--- src/rtl/obi_pkg.sv ---
// Minimal OBI type definitions used by the window fetcher.
// Provides the configuration record and the default request/response structs.
// Optional OBI fields not used by this design are omitted.
package obi_pkg;

    typedef struct packed {
        int unsigned AddrWidth;
        int unsigned DataWidth;
        int unsigned IdWidth;
    } obi_cfg_t;

    localparam obi_cfg_t ObiDefaultConfig = '{AddrWidth: 32, DataWidth: 32, IdWidth: 1};

    typedef struct packed {
        logic [31:0] addr;
        logic        we;
        logic [3:0]  be;
        logic [31:0] wdata;
        logic [0:0]  aid;
    } obi_a_chan_t;

    typedef struct packed {
        logic        req;
        obi_a_chan_t a;
    } obi_req_t;

    typedef struct packed {
        logic [31:0] rdata;
        logic [0:0]  rid;
        logic        err;
    } obi_r_chan_t;

    typedef struct packed {
        logic        gnt;
        logic        rvalid;
        obi_r_chan_t r;
    } obi_rsp_t;

endpackage

--- src/rtl/sobel_pkg.sv ---
// Shared Sobel types: pixel/window types, fetch FSM states and the
// neighbour address generator used by the window fetcher.
package sobel_pkg;

    localparam int unsigned AddrWidth     = obi_pkg::ObiDefaultConfig.AddrWidth;
    localparam int unsigned NumNeighbours = 8;

    typedef logic [AddrWidth-1:0] addr_t;
    typedef logic [7:0]           pixel_t;
    typedef pixel_t [NumNeighbours-1:0] window_t;

    typedef enum logic [1:0] {
        IDLE,
        REQ,
        RESP,
        DONE
    } fetch_state_e;

    // Byte address of neighbour k around the centre pixel, in raster order
    // (row above, same row without the centre, row below). Modulo arithmetic.
    function automatic addr_t nb_addr(input addr_t base, input addr_t stride, input logic [2:0] k);
        addr_t row;
        addr_t nb;
        case (k)
            3'd0, 3'd1, 3'd2: row = base - stride;
            3'd3, 3'd4:       row = base;
            default:          row = base + stride;
        endcase
        case (k)
            3'd0, 3'd3, 3'd5: nb = row - addr_t'(1);
            3'd1, 3'd6:       nb = row;
            default:          nb = row + addr_t'(1);
        endcase
        return nb;
    endfunction

endpackage

--- src/rtl/obi_window_fetcher.sv ---
// OBI manager fetching the 8 neighbours of a 3x3 window around a centre pixel.
// Issues 8 single-byte reads, one outstanding at a time, and presents the
// packed window on a valid/ready port.
// Ports:
//   clk_i, rst_ni            clock, synchronous active-low reset
//   start_i                  begin a fetch (only honoured in IDLE)
//   base_addr_i, stride_i    centre pixel byte address, row stride in bytes
//   busy_o                   high whenever not IDLE
//   win_valid_o/win_ready_i  window handshake
//   win_o                    p[k] = win_o[8k+:8]
//   err_o                    OR of read error responses, valid with win_valid_o
//   obi_req_o/obi_rsp_i      OBI manager port
module obi_window_fetcher
    import sobel_pkg::*;
#(
    parameter obi_pkg::obi_cfg_t ObiCfg = obi_pkg::ObiDefaultConfig,
    parameter type obi_req_t = obi_pkg::obi_req_t,
    parameter type obi_rsp_t = obi_pkg::obi_rsp_t
) (
    input  logic                        clk_i,
    input  logic                        rst_ni,
    input  logic                        start_i,
    input  logic [ObiCfg.AddrWidth-1:0] base_addr_i,
    input  logic [ObiCfg.AddrWidth-1:0] stride_i,
    output logic                        busy_o,
    output logic                        win_valid_o,
    input  logic                        win_ready_i,
    output logic [63:0]                 win_o,
    output logic                        err_o,
    output obi_req_t                    obi_req_o,
    input  obi_rsp_t                    obi_rsp_i
);

    fetch_state_e state_q, state_d;
    logic [2:0]   idx_q;
    addr_t        base_q;
    addr_t        stride_q;
    window_t      win_q;
    logic         err_q;
    addr_t        pix_addr;
    logic [1:0]   lane;
    logic         unused_rsp;

    // base/stride/idx are stable across REQ and RESP, so the same address
    // drives the request and selects the byte lane of the response.
    assign pix_addr   = nb_addr(base_q, stride_q, idx_q);
    assign lane       = pix_addr[1:0];
    assign unused_rsp = ^obi_rsp_i.r.rid;

    // NOTE: sequential state uses non-blocking assignments so every register
    // samples pre-edge values regardless of block ordering.
    always_ff @(posedge clk_i) begin
        if (!rst_ni) begin
            state_q <= IDLE;
        end else begin
            state_q <= state_d;
        end
    end

    // NOTE: every output of this block is given a default first, so no path
    // leaves a signal unassigned and no latch is inferred.
    always_comb begin
        state_d     = state_q;
        obi_req_o   = '0;
        busy_o      = 1'b1;
        win_valid_o = 1'b0;
        case (state_q)
            IDLE: begin
                busy_o = 1'b0;
                if (start_i) state_d = REQ;
            end
            REQ: begin
                obi_req_o.req    = 1'b1;
                obi_req_o.a.addr = pix_addr & ~addr_t'(3);
                obi_req_o.a.be   = 4'b0001 << lane;
                if (obi_rsp_i.gnt) state_d = RESP;
            end
            RESP: begin
                if (obi_rsp_i.rvalid) begin
                    state_d = (idx_q == 3'd7) ? DONE : REQ;
                end
            end
            DONE: begin
                win_valid_o = 1'b1;
                if (win_ready_i) state_d = IDLE;
            end
            default: state_d = IDLE;
        endcase
    end

    // NOTE: the 8-byte window storage is reset along with the control state
    // because win_o must read as zero after reset; it is small enough to be
    // plain flops rather than a RAM macro.
    always_ff @(posedge clk_i) begin
        if (!rst_ni) begin
            idx_q    <= '0;
            base_q   <= '0;
            stride_q <= '0;
            win_q    <= '0;
            err_q    <= 1'b0;
        end else begin
            case (state_q)
                IDLE: begin
                    if (start_i) begin
                        base_q   <= base_addr_i;
                        stride_q <= stride_i;
                        idx_q    <= '0;
                        err_q    <= 1'b0;
                    end
                end
                RESP: begin
                    if (obi_rsp_i.rvalid) begin
                        win_q[idx_q] <= obi_rsp_i.r.rdata[{lane, 3'b000} +: 8];
                        err_q        <= err_q | obi_rsp_i.r.err;
                        if (idx_q != 3'd7) idx_q <= idx_q + 3'd1;
                    end
                end
                default: ;
            endcase
        end
    end

    assign win_o = win_q;
    assign err_o = err_q;

endmodule

--- config.mk ---
export PLATFORM = sky130hd
export DESIGN_NAME = obi_window_fetcher
export DESIGN_NICKNAME = d
export VERILOG_FILES = /design/src/rtl/obi_pkg.sv /design/src/rtl/sobel_pkg.sv /design/src/rtl/obi_window_fetcher.sv
export SDC_FILE = /design/constraint.sdc
export NUM_CORES = 1
export LEC_CHECK = 0
export CAP_MARGIN = 20
export CORE_MARGIN = 5
export CORE_UTILIZATION = 45
export DETAILED_ROUTE_END_ITERATION = 7
export PLACE_DENSITY_LB_ADDON = 0.2
export SYNTH_ARGS = -nofsm -noshare
export SYNTH_HDL_FRONTEND = slang
export SYNTH_SLANG_ARGS = --single-unit
--- constraint.sdc ---
create_clock -name clk_i -period 8.9 [get_ports clk_i]
set_clock_uncertainty 0.1 [all_clocks]
set_input_delay 1.78 -clock clk_i [delete_from_list [all_inputs] [get_ports clk_i]]
set_output_delay 1.78 -clock clk_i [all_outputs]
set_load 0.005 [all_outputs]
==> metrics.txt <==
synthesis-stage register bit count=roughly 130; Slew Limit Fails=0; Initial DRT Pass Iterations=5; crit share post-route=a little over nine tenths; Primary FF master, synth=dfxtp_1; gpl congestion=0.921; filler cell count=2125; Worst Setup End Kind=primary output; Die Y=about 160 um; initial antenna violation count=0; CTS clk-pin slew, worst paths=approximately 0.06 ns; nets=~1700; Clock Path Buffers=2; Slew @ Worst Pin=approximately 0.96 ns; max_slew headroom=35.7%; async set-reset flop share out of synthesis=0%; Max-cap violations=0; fmax=roughly 120 MHz; post-synth top area share=25.7%; num rows=55; later-pin clock latency in the skew report=between 0.4 and 0.5 ns; Mapped Area=between 0.01 and 0.015 sq mm; GRT overflow=0; top cell type by total area after synthesis=dfxtp_1; crit start category=flop; Die Wd=162 um; Final Power=0.00290 W; core area=~0.023 sq mm; first-pass GRT wire length=~48 mm; final count of negative-setup-slack endpoints=0; CP Class=reg2out; Clock Tree Root=clkbuf_16; CTS HTree Levels=4; status=finished clean; CTS tree=yes; PD cells=217 mW/mm^2; worst min path class=reg2reg; DP Wirelength=between 20 and 25 mm; Max FO, Critical Path=6; clock sinks=134; synth top area cells=dfxtp_1 (26%), nand2_1 (8.8%), ha_1 (8.1%); Area growth, synth to finish=27.8%; Final min period=8.50 ns; arrival time at the worst endpoint=around 6.6 ns; IR drop worst, VDD=approximately 0.14 mV; IO Count=around 240; Worst Path Required=between 7 and 8 ns; Final TNS setup=0 ns; synth unique cells=70; layout cells sized above 1=6.34%; antenna violation net count after detailed routing=0; total CTS buffers=17; Initial Utilization=between 40% and 50%; total die area=0.0264 sq mm; RSZ-0062 raised after global routing=true; average size of a mapped cell=approximately 8 sq um; port bufs=204; count of flip-flops with a built-in enable after synthesis=0; vias in the first global route=approximately 9200; Mapped Cells=~1300; static leakage=5.31 nW; Yosys warning count=0; Inserted Diodes=0; vias per cell=5.39; drc violations=0; gr usage total=around 22%; final wirelength=31.0 mm; number of DRC markers in iteration 0=between 700 and 800; sequential area share after synthesis=25.7%; Vias=approximately 10000; Avg WL per Cell=between 15 and 20 um; largest net degree at the start of global routing=135; Final Hold Viols=0
## worst max-delay path: stages, from the launching register on
cell	delay (ns)
dfxtp_1	0.36
or4_1	0.57
or2_2	0.35
o31ai_1	0.24
xor2_1	0.24
ha_1	0.34
a21oi_1	0.18
o21ai_1	0.11
o41ai_2	0.41
nand4b_1	0.27
nand4b_1	0.21
nand3_1	0.12
mux2i_1	0.13
a311o_1	0.38
ha_1	0.39
a21o_1	0.22
a21o_1	0.18
a21oi_1	0.12
o21ai_1	0.09
a21boi_1	0.15
a2111oi_2	0.31
mux2i_1	0.28
clkdlybuf4s50_1	0.54
## metrics by stage
step / cell area [sq um] / hold WS (ns) / utilization (%) / setup slack (ns) / instances
6_report: 13400 / 0.371 / 58.6 / 0.401 / 1843
5_1_grt: 13400 / 0.398 / 58.6 / -0.0242 / 1843
4_1_cts: 13200 / 0.377 / 58.0 / 0.00602 / 1841
3_5_place_dp: 12600 / 0.369 / 55.3 / 0.269 / 1809
3_3_place_gp: 12600 / 0.358 / 55.3 / 0.427 / 1809
2_1_floorplan: 10600 / 0.343 / - / 1.64 / 1380
## layout by cell type, fill, tap and decap left out, types with 13 or more instances in the layout
cell | Yosys | final
nand2_1 | 246 | 245
clkdlybuf4s50_1 | 0 | 203
dfxtp_1 | 134 | 133
a21oi_1 | 79 | 77
nor2b_1 | 72 | 72
nor2_1 | 74 | 72
mux2i_1 | 69 | 68
a21boi_0 | 67 | 66
ha_1 | 68 | 64
xnor2_1 | 45 | 44
inv_1 | 38 | 38
conb_1 | 1 | 36
o21ai_0 | 43 | 35
a21o_1 | 28 | 28
xor2_1 | 28 | 28
nor3_1 | 29 | 26
nand3_1 | 19 | 19
clkbuf_16 | 0 | 17
nand3b_1 | 14 | 14
o21ai_1 | 9 | 14
buf_4 | 36 | 14
a31oi_1 | 14 | 13
## flip-flops by register name, indices dropped and copies added (netlist names)
| name | count |
|---|---|
| base_q | 32 |
| err_o | 1 |
| idx_q | 3 |
| state_q | 2 |
| stride_q | 32 |
| win_o | 64 |
## where the power goes
part	switching (W)	internal, W
clock network	0.000324	0.000403
registers	0.0000273	0.000622
logic	0.000842	0.000683
## per-layer routing
layer / global-route usage [%] / up-vias / part of all wire (%)
li1: - / 4998 / -
met1: 32.8 / 4623 / 47
met5: 0 / - / 0
met2: 34.5 / 284 / 45
met3: 3.59 / 32 / 5.8
met4: 6.07 / 0 / 1.6
## kinds of logic (layout without fill, tap and decap cells)
| logic type | after synthesis | count (layout) | synth area share [%] |
|---|---|---|---|
| xor gates and xnor gates | 73 | 73 | 6.12 |
| DFF | 134 | 134 | 25.7 |
| muxes | 82 | 82 | 9.01 |
| buffers and inverters | 141 | 291 | 6.38 |
| and+or+nand+nor | 516 | 516 | 23.1 |
| other | 1 | 36 | 0.0359 |
| AOI/OAI and AO/OA | 328 | 328 | 21.1 |
| adders and majority gates | 70 | 70 | 8.53 |
## what timing repair did
item	in CTS	in global routing
hold buffers	0	0
cloned	0	0
pin swaps	0	5
buffers inserted	0	1
setup endpoints to repair	1	14
gates resized for setup	6	30
## cell usage after synthesis (all sizes together), types with 4 or more instances
cell / count
nand2: 246
dfxtp: 134
a21oi: 79
nor2: 74
nor2b: 72
mux2i: 71
a21boi: 69
ha: 68
clkbuf: 54
o21ai: 53
buf: 47
xnor2: 45
inv: 38
nor3: 30
a21o: 28
xor2: 28
nand3: 19
a31oi: 14
nand3b: 14
o31ai: 14
a211oi: 10
and3: 10
nand4: 9
o21a: 9
and2: 8
mux4: 8
or3: 7
a221o: 6
o21bai: 6
nand2b: 5
nor4: 5
a22o: 4
o211ai: 4
o41ai: 4
or2: 4
or4: 4
## final cells by class
| class | count | area [sq um] | share of cell area [%] |
|---|---|---|---|
| Sequential cell | 134 | 2680 | 20.1 |
| Inverter | 40 | 150 | 1.12 |
| Multi-Input combinational cell | 1105 | 7360 | 55.1 |
| Clock buffer | 17 | 425 | 3.19 |
| Clock inverter | 15 | 179 | 1.34 |
| Timing Repair Buffer | 219 | 2160 | 16.2 |
| Tap cell | 313 | 392 | 2.93 |
## final timing paths
path | from | endpoint | slack (ns) | depth (start not counted)
setup / recovery | stride_q[2] | obi_req_o[69] | 0.40 | 22
hold / removal | base_q[0] | base_q[0] | 0.37 | 2
setup reg to reg | idx_q[0] | win_o[34] | 4.47 | 16
hold reg to reg | base_q[0] | base_q[0] | 0.37 | 2
No activity file was read; power rests on OpenSTA's default activity.
